### src/rtl/ram_arb_pkg.sv
// Shared constants and state encoding for the two-port RAM arbiter.
// The optional RAM_ARB_ROUND_ROBIN_EN macro is consumed only by ram_arb_grant.
package ram_arb_pkg;

  localparam int DEFAULT_ADDR_W  = 11;
  localparam int DEFAULT_DATA_W  = 64;
  localparam int NUM_PORTS       = 2;
  localparam int RAM_LATENCY_MIN = 1;
  localparam int RAM_LATENCY_MAX = 15;
  localparam int CNT_W           = 4;

  typedef enum logic [1:0] {
    IDLE   = 2'd0,
    ACCESS = 2'd1,
    RESP   = 2'd2
  } state_t;

  function automatic bit latency_in_range(input int lat);
    return (lat >= RAM_LATENCY_MIN) && (lat <= RAM_LATENCY_MAX);
  endfunction

endpackage

### src/rtl/ram_arb_grant.sv
// Combinational one-hot picker between the fetch (0) and data (1) ports.
// RAM_ARB_ROUND_ROBIN_EN selects alternating grants on contention; default is port 1 priority.
module ram_arb_grant (
  input  logic [1:0] req_valid,
  input  logic       last_grant,
  output logic [1:0] grant
);

`ifdef RAM_ARB_ROUND_ROBIN_EN
  always_comb begin
    grant = req_valid;
    if (req_valid == 2'b11) begin
      grant = last_grant ? 2'b01 : 2'b10;
    end
  end
`else
  // Fixed priority ignores history; keep the input visibly consumed.
  logic last_grant_unused;
  assign last_grant_unused = last_grant;

  always_comb begin
    grant = req_valid;
    if (req_valid == 2'b11) begin
      grant = 2'b10;
    end
  end
`endif

endmodule

### src/rtl/ram_arbiter.sv
// Arbitrates a single-port RAM between instruction fetch (port 0) and data (port 1).
// Grant policy follows RAM_ARB_ROUND_ROBIN_EN (see ram_arb_grant).
module ram_arbiter
  import ram_arb_pkg::*;
#(
  parameter int ADDR_W      = DEFAULT_ADDR_W,
  parameter int DATA_W      = DEFAULT_DATA_W,
  parameter int RAM_LATENCY = 1
) (
  input  logic                clk,
  input  logic                reset,
  input  logic [1:0]          reqValid,
  output logic [1:0]          reqReady,
  input  logic [1:0]          reqWrite,
  input  logic [2*ADDR_W-1:0] reqAddr,
  input  logic [2*DATA_W-1:0] reqWData,
  output logic [1:0]          rspValid,
  output logic [DATA_W-1:0]   rspRData,
  output logic [ADDR_W-1:0]   ramAddress,
  output logic                ramIsReading,
  output logic [DATA_W-1:0]   ramDataIn,
  input  logic [DATA_W-1:0]   ramDataOut
);

  if (!latency_in_range(RAM_LATENCY)) begin : g_bad_latency
    $error("ram_arbiter: RAM_LATENCY must be within 1..15");
  end

  state_t           state_reg;
  logic [CNT_W-1:0] cnt_reg;
  logic             write_reg;
  logic             id_reg;
  logic             last_grant_reg;
  logic [1:0]       grant;
  logic             sel;
  logic             accept;

  logic [ADDR_W-1:0] port_addr  [NUM_PORTS];
  logic [DATA_W-1:0] port_wdata [NUM_PORTS];

  for (genvar gi = 0; gi < NUM_PORTS; gi++) begin : g_port
    assign port_addr[gi]  = reqAddr[gi*ADDR_W +: ADDR_W];
    assign port_wdata[gi] = reqWData[gi*DATA_W +: DATA_W];
  end

  ram_arb_grant u_grant (
    .req_valid  (reqValid),
    .last_grant (last_grant_reg),
    .grant      (grant)
  );

  // Grant is a subset of reqValid, so any ready bit in IDLE is a transfer.
  assign reqReady = (state_reg == IDLE) ? grant : 2'b00;
  assign accept   = |reqReady;
  assign sel      = grant[1];

  always_ff @(posedge clk) begin
    if (reset) begin
      state_reg      <= IDLE;
      cnt_reg        <= '0;
      write_reg      <= 1'b0;
      id_reg         <= 1'b0;
      last_grant_reg <= 1'b1;
      rspValid       <= 2'b00;
      rspRData       <= '0;
      ramAddress     <= '0;
      ramIsReading   <= 1'b1;
      ramDataIn      <= '0;
    end else begin
      rspValid <= 2'b00;
      case (state_reg)
        IDLE: begin
          ramIsReading <= 1'b1;
          if (accept) begin
            ramAddress     <= port_addr[sel];
            ramDataIn      <= port_wdata[sel];
            ramIsReading   <= ~reqWrite[sel];
            write_reg      <= reqWrite[sel];
            id_reg         <= sel;
            last_grant_reg <= sel;
            cnt_reg        <= CNT_W'(RAM_LATENCY - 1);
            state_reg      <= ACCESS;
          end
        end
        ACCESS: begin
          if (cnt_reg != '0) begin
            cnt_reg <= cnt_reg - 1'b1;
          end else begin
            if (!write_reg) begin
              rspRData <= ramDataOut;
            end
            rspValid     <= id_reg ? 2'b10 : 2'b01;
            ramIsReading <= 1'b1;
            state_reg    <= RESP;
          end
        end
        RESP: begin
          state_reg <= IDLE;
        end
        default: begin
          state_reg <= IDLE;
        end
      endcase
    end
  end

endmodule

### config.mk
export PLATFORM = sky130hd
export DESIGN_NAME = ram_arbiter
export DESIGN_NICKNAME = d
export VERILOG_FILES = /design/src/rtl/ram_arb_pkg.sv /design/src/rtl/ram_arb_grant.sv /design/src/rtl/ram_arbiter.sv
export SDC_FILE = /design/constraint.sdc
export NUM_CORES = 1
export LEC_CHECK = 0
export BUFFER_PORTS_ARGS = -buffer_cell sky130_fd_sc_hd__clkbuf_2
export CAP_MARGIN = 20
export CORE_UTILIZATION = 35
export DETAILED_ROUTE_END_ITERATION = 10
export PLACE_DENSITY_LB_ADDON = 0.08
export SETUP_SLACK_MARGIN = 0.5
export SLEW_MARGIN = 20
export SYNTH_ARGS = -nofsm -noshare
export SYNTH_HDL_FRONTEND = slang
export SYNTH_SLANG_ARGS = --single-unit
### constraint.sdc
create_clock -name clk -period 2.4 [get_ports clk]
set_input_delay 0.12 -clock clk [delete_from_list [all_inputs] [get_ports clk]]
set_output_delay 0.12 -clock clk [all_outputs]
set_load 0.02 [all_outputs]
Word-level counts from Yosys, hierarchy flattened
Cells that the tools add are included.
Cells by class
  add/sub/neg operators: 1
  equal/unequal tests: 5
  reductions and logical operators: 10
  multiplexer cells: 20
  bitwise gates (word level): 5
  order comparisons: 2
Operators with widths (count)
  $mux W64: 3
  $mux W11: 3
  $mux W2: 5
  $mux W4: 2
  $pmux W4 S2: 1
  $ne A2 B2 Y1 const B: 3
  $reduce_and A2 Y1: 3
  $reduce_and A3 Y1: 2
  $mux W1: 4
  $not A1 Y1: 4
  $pmux W2 S2: 1
  $reduce_bool A4 Y1: 1
  $sub A4 B1 Y4 const B: 1
  $reduce_or A3 Y1: 1
  $eq A2 B1 Y1 const B: 1
  $eq A2 B2 Y1 const B: 1
  $ge A2 B2 Y1 const B: 1
  $logic_not A2 Y1: 1
  $lt A1 B2 Y1 const B: 1
  $not A1 Y2: 1
  $pmux W1 S2: 1
  $reduce_bool A2 Y1: 1
  $reduce_or A2 Y1: 1
Word-level totals
  input port bits: 220
  output and inout bits: 144
  flip-flop bits (word level): 150
  word-level logic and storage cells: 52

Longest topological paths before layout
Gate-level depths: netlist of the first run.
  depth after elaboration: 7
  gate-level depth with buffers: 7
  depth with buffers taken out: 5

Hierarchy
From an unflattened synthesis of the first run, not the netlist that was laid out.
Second synthesis, totals
  cells, all modules: 708
  area total of the unflattened synthesis: 6688.9 um2
By module, submodules not included
  ram_arbiter: instances 1, area each 6678.9 um2, seq. area each 3022.9 um2, cells an instance 706
  ram_arb_grant: instances 1, area each 10.0 um2, seq. area each 0.0 um2, cells an instance 2

Least setup slack after synthesis of the first run
OpenSTA, ideal clock, no wires.
  path type: reg-to-reg
  from: reg cnt_reg[0]
  to: reg rspRData[12]
  path slack: 856 ps
  cell stages (with the launch flop): 8
  arrival time: 1412 ps
  path buffers: 2
  cells stage by stage: dfxtp_1 > inv_1 > ha_1 > or3b_4 > buf_6 > buf_4 > o21ai_1 > a21oi_1
Between the ends
  longest elaborated chain between the ends: 3
RTL lines
  from (decl): RTL line ram_arbiter.sv:30  | logic [CNT_W-1:0] cnt_reg;
  from (signal assigned): RTL line ram_arbiter.sv:81  | cnt_reg <= CNT_W'(RAM_LATENCY - 1);
  from (signal assigned): RTL line ram_arbiter.sv:87  | cnt_reg <= cnt_reg - 1'b1;
  $reduce_bool A4 Y1: RTL line ram_arbiter.sv:86  | if (cnt_reg != '0) begin
  $not A1 Y1 (no line)
  $reduce_and A3 Y1 (no line)
  to (signal assigned): RTL line ram_arbiter.sv:90  | rspRData <= ramDataOut;
  to (decl): RTL line ram_arbiter.sv:18  | output logic [DATA_W-1:0] rspRData,
Every way passes these cells.
A chain may end at the register's enable or synchronous reset.

Worst setup path in the final report of the first run
  from: reg state_reg[1]
  to: out reqReady[1]
Between the ends
  longest elaborated chain between the ends: 2
RTL lines
  from (decl): RTL line ram_arbiter.sv:29  | state_t state_reg;
  from (signal assigned): RTL line ram_arbiter.sv:59  | state_reg <= IDLE;
  from (signal assigned): RTL line ram_arbiter.sv:82  | state_reg <= ACCESS;
  from (signal assigned): RTL line ram_arbiter.sv:94  | state_reg <= RESP;
  $logic_not A2 Y1: RTL line ram_arbiter.sv:53  | assign reqReady = (state_reg == IDLE) ? grant : 2'b00;
  $mux W2: RTL line ram_arbiter.sv:53
  to (decl): RTL line ram_arbiter.sv:13  | output logic [1:0] reqReady,
Every way passes these cells.

==> results of run 1 <==
[kinds of logic after synthesis]
family | count (synthesis) | share of synthesized area
AOI/OAI and AO/OA | 293 | 0.251
adders and majority gates | 1 | 0.00187
buffers and inverters | 91 | 0.0774
DFF | 150 | 0.448
muxes | 75 | 0.112
and+or+nand+nor | 91 | 0.110
[through the flow]
step	hold slack, ps	instance area [um2]	std cells
detailed placement	383	8530	1225
floorplan	285	6710	701
finish	20.8	9840	1323
CTS	3.99	9840	1323
global placement	381	8530	1225
global route	20.4	9840	1323
[final cells by class]
class | instances | area (um2)
inverters | 4 | 15.0
well taps | 234 | 293
clock inverters | 10 | 166
repair buffers | 443 | 2680
clock buffers | 22 | 484
fillers | 1789 | 8930
flip-flops and latches | 150 | 3000
multi-input cells | 460 | 3210
[metal layers]
metal	vias to the layer above	routed length, um
li1	3391	-
met1	3150	9500
met2	232	11400
met3	26	1520
met4	0	404
met5	-	0
[worst max-delay path: stages, from the launching register on]
cell and delay, ps:
sky130_fd_sc_hd__dfxtp_1 390, sky130_fd_sc_hd__nor2_4 160, sky130_fd_sc_hd__buf_12 310, sky130_fd_sc_hd__and2_1 180, sky130_fd_sc_hd__clkbuf_2 170
[cells in the mapped netlist, types with 5 or more instances]
master	number
sky130_fd_sc_hd__a211oi_1	75
sky130_fd_sc_hd__a21oi_1	145
sky130_fd_sc_hd__buf_2	31
sky130_fd_sc_hd__buf_4	9
sky130_fd_sc_hd__buf_6	14
sky130_fd_sc_hd__clkbuf_1	32
sky130_fd_sc_hd__dfxtp_1	150
sky130_fd_sc_hd__mux2i_1	75
sky130_fd_sc_hd__nand4b_1	65
sky130_fd_sc_hd__nor2_1	5
sky130_fd_sc_hd__o21ai_0	50
sky130_fd_sc_hd__o21ai_1	15
[power breakdown]
group	internal (mW)	switching [mW]
registers	2.73	0.121
clock network	1.86	1.08
logic	0.665	0.950
[final timing paths]
| check | from | end | slack, ps | cells past startpoint |
|---|---|---|---|---|
| min reg2reg | id_reg | rspValid[0] | 460 | 1 |
| min | reqAddr[10] | ramAddress[10] | 20 | 3 |
| max | state_reg[1] | reqReady[1] | 630 | 4 |
| max reg2reg | state_reg[0] | rspRData[43] | 670 | 4 |
[repair_timing]
action / in CTS / in global routing
hold buffers: 66 / 0
endpoints found under the setup margin: 0 / 0
buffers inserted: 0 / 0
endpoints found under the hold margin: 65 / 0
==> metrics.txt, run 1 <==
most common library cell in the layout ignoring fill and taps=sky130_fd_sc_hd__clkbuf_2; Worst-path clk slew=60 ps; Final HPWL DP=roughly 14000 um; critical path data arrival time=approximately 1700 ps; layout overhead on the synthesized area=46.7%; largest registers=ramDataIn (64), rspRData (64), ramAddress (11); layer with the highest usage=met2; area of the placeable core=18800 um2; global placer's final weighted congestion=between 0.7 and 0.8; startpoint class of the critical path=flop; TritonCTS clock tree=done; worst rel slew slack=0.509; via count of the first global-routing pass=6748; GR met3 Demand/Resource=0.0718; initial core utilization=0.357; Clock Latency Late Sink=~420 ps; number of enable-type register cells in the synthesized netlist=0; Critical Path Fanout Max=81; per-cell routed wire length=17.2 um; post-DR vias/cell=roughly 5; number of sinks driven by the clock tree=150; total count of hold-check failures in the final report=0; share of async-settable or async-resettable flops after synthesis=0; total leakage power=4.43 nW; ANT cells=0; number of nets at the end of the flow=1297; RSZ-0062 raised after global routing=false; Root Driver=sky130_fd_sc_hd__clkbuf_16; total of flip-flops plus latches after synthesis=150; pin count of the biggest net entering global routing=between 80 and 90; overall global routing resource usage=0.228; number of optimization iterations in the first detailed-route pass=5; met1 track utilization from global routing=0.262; number of top-level design ports=364; cell area after technology mapping=between 6000 and 7000 um2; slack of the critical path=about 630 ps; first-pass GRT wire length=35600 um; Core Util, Final=0.524; layout cells sized above 1=0.384; leading register cell type out of synthesis=sky130_fd_sc_hd__dfxtp_1; nets in the synthesized netlist=922; Overall Power=7.41 mW; total length of routed wires=22800 um; number of instances in the synthesized netlist=701; Setup Total Neg Slack=0 ps; initial detailed-routing violation count=240; remaining routing DRC violations=0; Post-DRT Antenna Nets=0; post-synthesis cell type with the largest combined area=sky130_fd_sc_hd__dfxtp_1; critical path start-end classification=reg -> out; final clock period utilization by the worst path=0.739; VDD IR-drop max=around 430 uV; fraction of synthesized cell area taken by the top area cell type=0.448; number of antenna violations at the first check in global routing=0; run status=finished clean; Placement Rows=50; final slew viol count=0; Data required, critical path=2280 ps; cts bufs inserted=17; vertical die dimension=140 um; CP Capture Type=primary output; type of the most critical hold path=in -> reg; min cycle time layout=between 1500 and 2000 ps; count of warnings emitted by yosys=0; final setup violating endpoints=0; global route total overflow=0; count of unique library cells instantiated by Yosys=36; max_cap viols=0; IO Port Bufs=approximately 360; cells taking the most area after synthesis=sky130_fd_sc_hd__dfxtp_1 (45%), sky130_fd_sc_hd__mux2i_1 (11%), sky130_fd_sc_hd__a21oi_1 (11%), sky130_fd_sc_hd__nand4b_1 (8.5%), sky130_fd_sc_hd__a211oi_1 (8.4%); sequential-to-total area share from yosys stat=0.448; Worst Clk Skew=about 9.4 ps; Resized Gates After CTS=0; Tightest Pin Transition=737 ps; commonest cells after routing, fill and taps aside=sky130_fd_sc_hd__clkbuf_2 (361), sky130_fd_sc_hd__dfxtp_1 (150), sky130_fd_sc_hd__a21oi_1 (145), sky130_fd_sc_hd__mux2i_1 (75), sky130_fd_sc_hd__a211oi_1 (75); total number of vias=6799; Die X=140 um; met2 demand-to-capacity share in global routing=0.399; Max Freq=564 MHz; power density relative to cell area=approximately 750 nW/um2; DIE AREA=between 15000 and 20000 um2; Clock Path Buffers=2; number of H-tree levels=4; Post-Place Setup Slack=slightly below 700 ps; average cell area after synthesis=9.57 um2
Note: power is estimated with default switching activity, not from simulation.
==> run 2: changes to the inputs <==
==> constraint.sdc (replaced) <==
create_clock -name clk -period 1.5 [get_ports clk]
set_input_delay 0.075 -clock clk [delete_from_list [all_inputs] [get_ports clk]]
set_output_delay 0.075 -clock clk [all_outputs]
set_load 0.02 [all_outputs]
==> run 2 against run 1 <==
Effect of this change:
- the run now ends with hold timing, setup timing left
- first-iteration DRC count shrank 0.83%
- via count rose by 12%
- cell count grew 9.2%
- critical path type is now reg -> reg
- critical endpoint is now cnt_reg[1]
- highest routed layer unchanged
==> metrics.txt, run 2 (synthesized netlist as in run 1, its figures left out) <==
Final HPWL DP=14900 um; layout overhead on the synthesized area=89.9%; CP Capture Type=flop; number of sinks driven by the clock tree=150; initial detailed-routing violation count=238; Post-DRT Antenna Nets=0; Data required, critical path=1850 ps; RSZ-0062 raised after global routing=true; DIE AREA=slightly below 20000 um2; CP Launch Point=cnt_reg[1]; Overall Power=roughly 13 mW; number of antenna violations at the first check in global routing=0; most common library cell in the layout ignoring fill and taps=sky130_fd_sc_hd__clkbuf_2; post-place instance area=8990 um2; power density relative to cell area=1040 nW/um2; final non-filler cell area=12700 um2; failing checks=hold timing, setup timing; VDD IR-drop max=828 uV; per-cell routed wire length=approximately 19 um; Worst R2R Setup Slack=-130 ps; Sw Ratio=0.304; IO Port Bufs=about 360; initial core utilization=0.357; remaining routing DRC violations=0; Placement Rows=50; Crit Reg-Reg Startpoint=cnt_reg[1]; first-pass GRT wire length=between 30000 and 40000 um; max_cap viols=0; run status=finished with violations; Cell Int Power=between 9 and 10 mW; worst rel slew slack=0.622; end of the critical path=cnt_reg[1]; Worst Clk Skew=7.33 ps; pin count of the biggest net entering global routing=66; total leakage power=5.52 nW; hold_ws=-10.5 ps; relative contribution of combinational cells to total power=0.297; depth of the worst register-to-register path=8; total length of routed wires=27000 um; total count of hold-check failures in the final report=1; number of nets at the end of the flow=1419; clock network power share=0.352; critical path data arrival time=1980 ps; Tightest Pin Transition=568 ps; ANT cells=0; type of the most critical hold path=in -> reg; min cycle time layout=between 1500 and 2000 ps; global route total overflow=0; number of optimization iterations in the first detailed-route pass=4; total number of vias=around 7.6k; TritonCTS clock tree=done; Worst-path clk slew=70 ps; final clock period utilization by the worst path=1.09; global placer's final weighted congestion=around 0.76; Reg power frac=0.350; Clock Path Buffers=2; RR Endpoint=cnt_reg[1]; overall global routing resource usage=0.252; startpoint class of the critical path=flop; Die X=140 um; Critical Path Fanout Max=4; number of H-tree levels=4; number of top-level design ports=approximately 360; Max Freq=614 MHz; slack of the critical path=-128 ps; count of filler cells inserted in the layout=1488; final slew viol count=0; layout cells sized above 1=0.573; Post-Place Setup Slack=-24.5 ps; Clock Latency Late Sink=between 400 and 500 ps; area of the placeable core=18800 um2; Switching Power=4.03 mW; commonest cells after routing, fill and taps aside=sky130_fd_sc_hd__clkbuf_2 (278), sky130_fd_sc_hd__a21oi_1 (132), sky130_fd_sc_hd__dlygate4sd3_1 (104), sky130_fd_sc_hd__dfxtp_1 (81), sky130_fd_sc_hd__mux2i_1 (75); via count of the first global-routing pass=around 7.3k; vertical die dimension=roughly 140 um; Root Driver=sky130_fd_sc_hd__clkbuf_16; final setup violating endpoints=~140; Core Util, Final=0.679; critical path start-end classification=reg -> reg; largest registers=ramDataIn (64), rspRData (64), ramAddress (11); post-DR vias/cell=between 5 and 6; cts bufs inserted=17
run 2: through the flow:
stage                     setup TNS [ps]  hold WS [ps]  std cells
after floorplan                        0           240        701
after global placement                 0           336       1243
after detailed placement           -84.7           341       1243
after CTS                          -8480         0.122       1415
after global routing              -15280          8.97       1445
final                              -8070         -10.5       1445
run 2: cell type report:
class	count	area, um2	share of cell area
multi-input combinational	460	3800	0.299
tap	234	293	0.0230
inverter	4	15.0	0.00118
clock inverter	14	199	0.0156
timing repair buffer	565	4900	0.385
sequential	150	3090	0.243
clock buffer	18	429	0.0337
run 2: worst min path at each step:
| stage | start | end | slack, ps | cells past startpoint |
|---|---|---|---|---|
| after global routing | reqWData[2] | ramDataIn[2] | 9 | 3 |
| after CTS | reqWData[113] | ramDataIn[49] | 0.1 | 3 |
| after detailed placement | ramDataOut[19] | rspRData[19] | 340 | 3 |
| final | reqWData[53] | ramDataIn[53] | -10 | 3 |
| after floorplan | ramDataOut[12] | rspRData[12] | 240 | 2 |
| after global placement | ramDataOut[15] | rspRData[15] | 340 | 3 |
run 2: power groups by stage:
| stage | registers [mW] | logic, mW | clock network [mW] |
|---|---|---|---|
| after floorplan | 5.07 | 1.27 | 0 |
| after global placement | 4.63 | 2.71 | 0 |
| after detailed placement | 4.62 | 2.72 | 0 |
| after CTS | 4.55 | 3.48 | 4.72 |
| after global routing | 4.68 | 4.16 | 4.91 |
| final | 4.64 | 3.94 | 4.67 |
run 2: per-layer routing:
layer | wire length (um) | vias up | global-route usage | share of wire
met5 | 0 | - | 0 | 0
li1 | - | 3667 | - | -
met1 | 10900 | 3660 | 0.296 | 0.40
met2 | 14100 | 259 | 0.445 | 0.52
met4 | 565 | 0 | 0.0896 | 0.021
met3 | 1470 | 41 | 0.0626 | 0.054
run 2: worst max-delay path: stages (launching register included):
cell	delay (ps)
sky130_fd_sc_hd__dfxtp_2	340
sky130_fd_sc_hd__inv_2	40
sky130_fd_sc_hd__ha_4	150
sky130_fd_sc_hd__buf_6	110
sky130_fd_sc_hd__nor3b_4	160
sky130_fd_sc_hd__buf_6	160
sky130_fd_sc_hd__buf_6	120
sky130_fd_sc_hd__or3_1	340
sky130_fd_sc_hd__a21oi_1	130
run 2: what timing repair did:
action,CTS,global route
hold buffers,103,1
gates cloned,16,6
gates resized for setup,98,356
hold endpoints to repair,88,1
setup endpoints to repair,290,294
buffers inserted,21,23
pin swaps,40,21
==> run 3: changes to the inputs <==
--- a/config.mk
+++ b/config.mk
@@ -10,6 +10,7 @@
 export CORE_UTILIZATION = 35
 export DETAILED_ROUTE_END_ITERATION = 10
 export PLACE_DENSITY_LB_ADDON = 0.08
+export RECOVER_POWER = 25
 export SETUP_SLACK_MARGIN = 0.5
 export SLEW_MARGIN = 20
 export SYNTH_ARGS = -nofsm -noshare
==> run 3 against run 2 <==
Effect of this change:
- the run still ends with hold timing, setup timing left
- critical path depth unchanged
- worst hold slack stayed put
- register-to-register slack hardly changed
- global-route usage did not move
- combinational power hardly changed
- first-iteration DRC count unchanged
- critical endpoint unchanged
- non-clock buffer count is the same
- setup slack unchanged
- sequential share of layout area decreased by 0.16 points
==> metrics.txt, run 3 (synthesized netlist as in run 1, its figures left out) <==
run status=finished with violations; failing checks=hold timing, setup timing; Crit Reg-Reg Startpoint=cnt_reg[1]; Clock Latency Late Sink=430 ps; critical path start-end classification=reg -> reg; Post-DRT Antenna Nets=0; critical path data arrival time=1980 ps; area of the placeable core=18800 um2; total number of vias=roughly 7.6k; Max Freq=614 MHz; DIE AREA=19700 um2; final setup violating endpoints=144; final standard cell count with taps included and fillers excluded=roughly 1.4k; number of nets at the end of the flow=1419; most frequent cell on the critical path=sky130_fd_sc_hd__buf_6; worst hold path cell count=3; layout cells sized above 1=0.556; number of gates on the worst path with buffers counted=8; layer with the highest usage=met2; total leakage power=5.51 nW; RSZ-0062 raised after global routing=true; total length of routed wires=roughly 27000 um; power density relative to cell area=approximately 1000 nW/um2; pin count of the biggest net entering global routing=66; final clock period utilization by the worst path=1.09; commonest cells after routing, fill and taps aside=sky130_fd_sc_hd__clkbuf_2 (278), sky130_fd_sc_hd__a21oi_1 (132), sky130_fd_sc_hd__dlygate4sd3_1 (104), sky130_fd_sc_hd__dfxtp_1 (102), sky130_fd_sc_hd__mux2i_1 (75); VDD IR-drop max=828 uV; Critical Path Fanout Max=4; max_cap viols=0; remaining routing DRC violations=0; number of H-tree levels=4; met2 demand-to-capacity share in global routing=0.445; vertical die dimension=140 um; number of optimization iterations in the first detailed-route pass=4; hold_ws=-10.5 ps; ANT cells=0; type of the most critical hold path=in -> reg; Core Util, Final=0.677; number of top-level design ports=364; first-pass GRT wire length=38900 um; initial core utilization=0.357; cell class contributing the biggest share of worst-path delay=simple AND/OR/NAND/NOR gates; crit path max-delay cell type=sky130_fd_sc_hd__dfxtp_2; number of sinks driven by the clock tree=150; Clock Path Buffers=2; depth of the worst register-to-register path=8; Root Driver=sky130_fd_sc_hd__clkbuf_16; worst rel slew slack=0.622; area of the multi-input gates=between 3000 and 4000 um2; TritonCTS clock tree=done; slack of the critical path=-128 ps; post-DR vias/cell=5.28; hold path startpoint=reqWData[53]; Slowest Stage Delay on Critical Path=around 340 ps; Final HPWL DP=14900 um; count of filler cells inserted in the layout=1502; global route total overflow=0; IO Port Bufs=363; critical path, cell by cell=inv_2 > ha_4 > buf_6 > nor3b_4 > buf_6 > buf_6 > or3_1 > a21oi_1; global placer's final weighted congestion=0.763; startpoint class of the critical path=flop; sum of buffers and inverters on the critical path=4; CP Launch Point=cnt_reg[1]; Worst-path clk slew=70 ps; per-cell routed wire length=18.7 um; total count of hold-check failures in the final report=1; via count of the first global-routing pass=7334; initial detailed-routing violation count=238; Tightest Pin Transition=around 570 ps; Cell Count Post-Placement=1243; layout overhead on the synthesized area=89.5%; most common library cell in the layout ignoring fill and taps=sky130_fd_sc_hd__clkbuf_2; cts bufs inserted=17; final slew viol count=0; Seq. cell area=3070 um2; Die X=140 um; CP Capture Type=flop; overall global routing resource usage=0.252; Placement Rows=50; Overall Power=13.2 mW; Post-Place Setup Slack=-24.5 ps; GR met3 Demand/Resource=0.0626; Worst Clk Skew=approximately 7.3 ps; largest registers=ramDataIn (64), rspRData (64), ramAddress (11); number of antenna violations at the first check in global routing=0; met1 track utilization from global routing=0.296; Data required, critical path=between 1500 and 2000 ps; min cycle time layout=around 1600 ps
## run 3: cell types whose count changed in the layout (fill, tap and decap cells not counted)
cell	change
sky130_fd_sc_hd__dfxtp_1	+21
sky130_fd_sc_hd__dfxtp_2	-21
## run 3: metal layers
layer	wire length (um)	vias up
li1	-	3667
met1	10900	3660
met2	14100	259
met3	1470	41
met4	565	0
met5	0	-
## run 3: area by class of cell
class	count	area share
inverter	4	0.00118
timing repair buffer	565	0.386
tap	234	0.0230
sequential	150	0.241
clock buffer	18	0.0338
clock inverter	14	0.0157
multi-input combinational	460	0.299
## run 3: stage by stage
| stage | hold WS (ps) | instance area [um2] | TNS [ps] |
|---|---|---|---|
| floorplan | 240 | 6990 | 0 |
| global placement | 336 | 8990 | 0 |
| detailed placement | 341 | 8990 | -84.7 |
| CTS | 0.122 | 11600 | -8480 |
| global route | 13.8 | 12700 | -15220 |
| finish | -10.5 | 12700 | -8020 |
## run 3: final timing paths
check | to | slack, ps
worst min-delay path | ramDataIn[53] | -10
worst max register to register | cnt_reg[1] | -130
worst min register to register | rspRData[39] | 460
worst max-delay path | cnt_reg[1] | -130
## run 3: timing repair
item | in CTS | in global routing
setup endpoints to repair | 290 | 294
cloned | 16 | 6
hold buffers | 103 | 1
pin swaps | 40 | 21
gates resized for setup | 98 | 356
buffers inserted | 21 | 23
hold endpoints to repair | 88 | 1
## run 3: power breakdown
group / leakage (nW) / internal (mW) / switching [mW]
clock: 0.294 / 2.81 / 1.86
sequential: 1.25 / 4.39 / 0.246
combinational: 3.97 / 2.02 / 1.92
total: 5.51 / 9.22 / 4.03
## run 3: worst reg2reg max path, stage by stage (launching register included)
cell,delay [ps]
sky130_fd_sc_hd__dfxtp_2,340
sky130_fd_sc_hd__inv_2,40
sky130_fd_sc_hd__ha_4,150
sky130_fd_sc_hd__buf_6,110
sky130_fd_sc_hd__nor3b_4,160
sky130_fd_sc_hd__buf_6,160
sky130_fd_sc_hd__buf_6,130
sky130_fd_sc_hd__or3_1,340
sky130_fd_sc_hd__a21oi_1,130
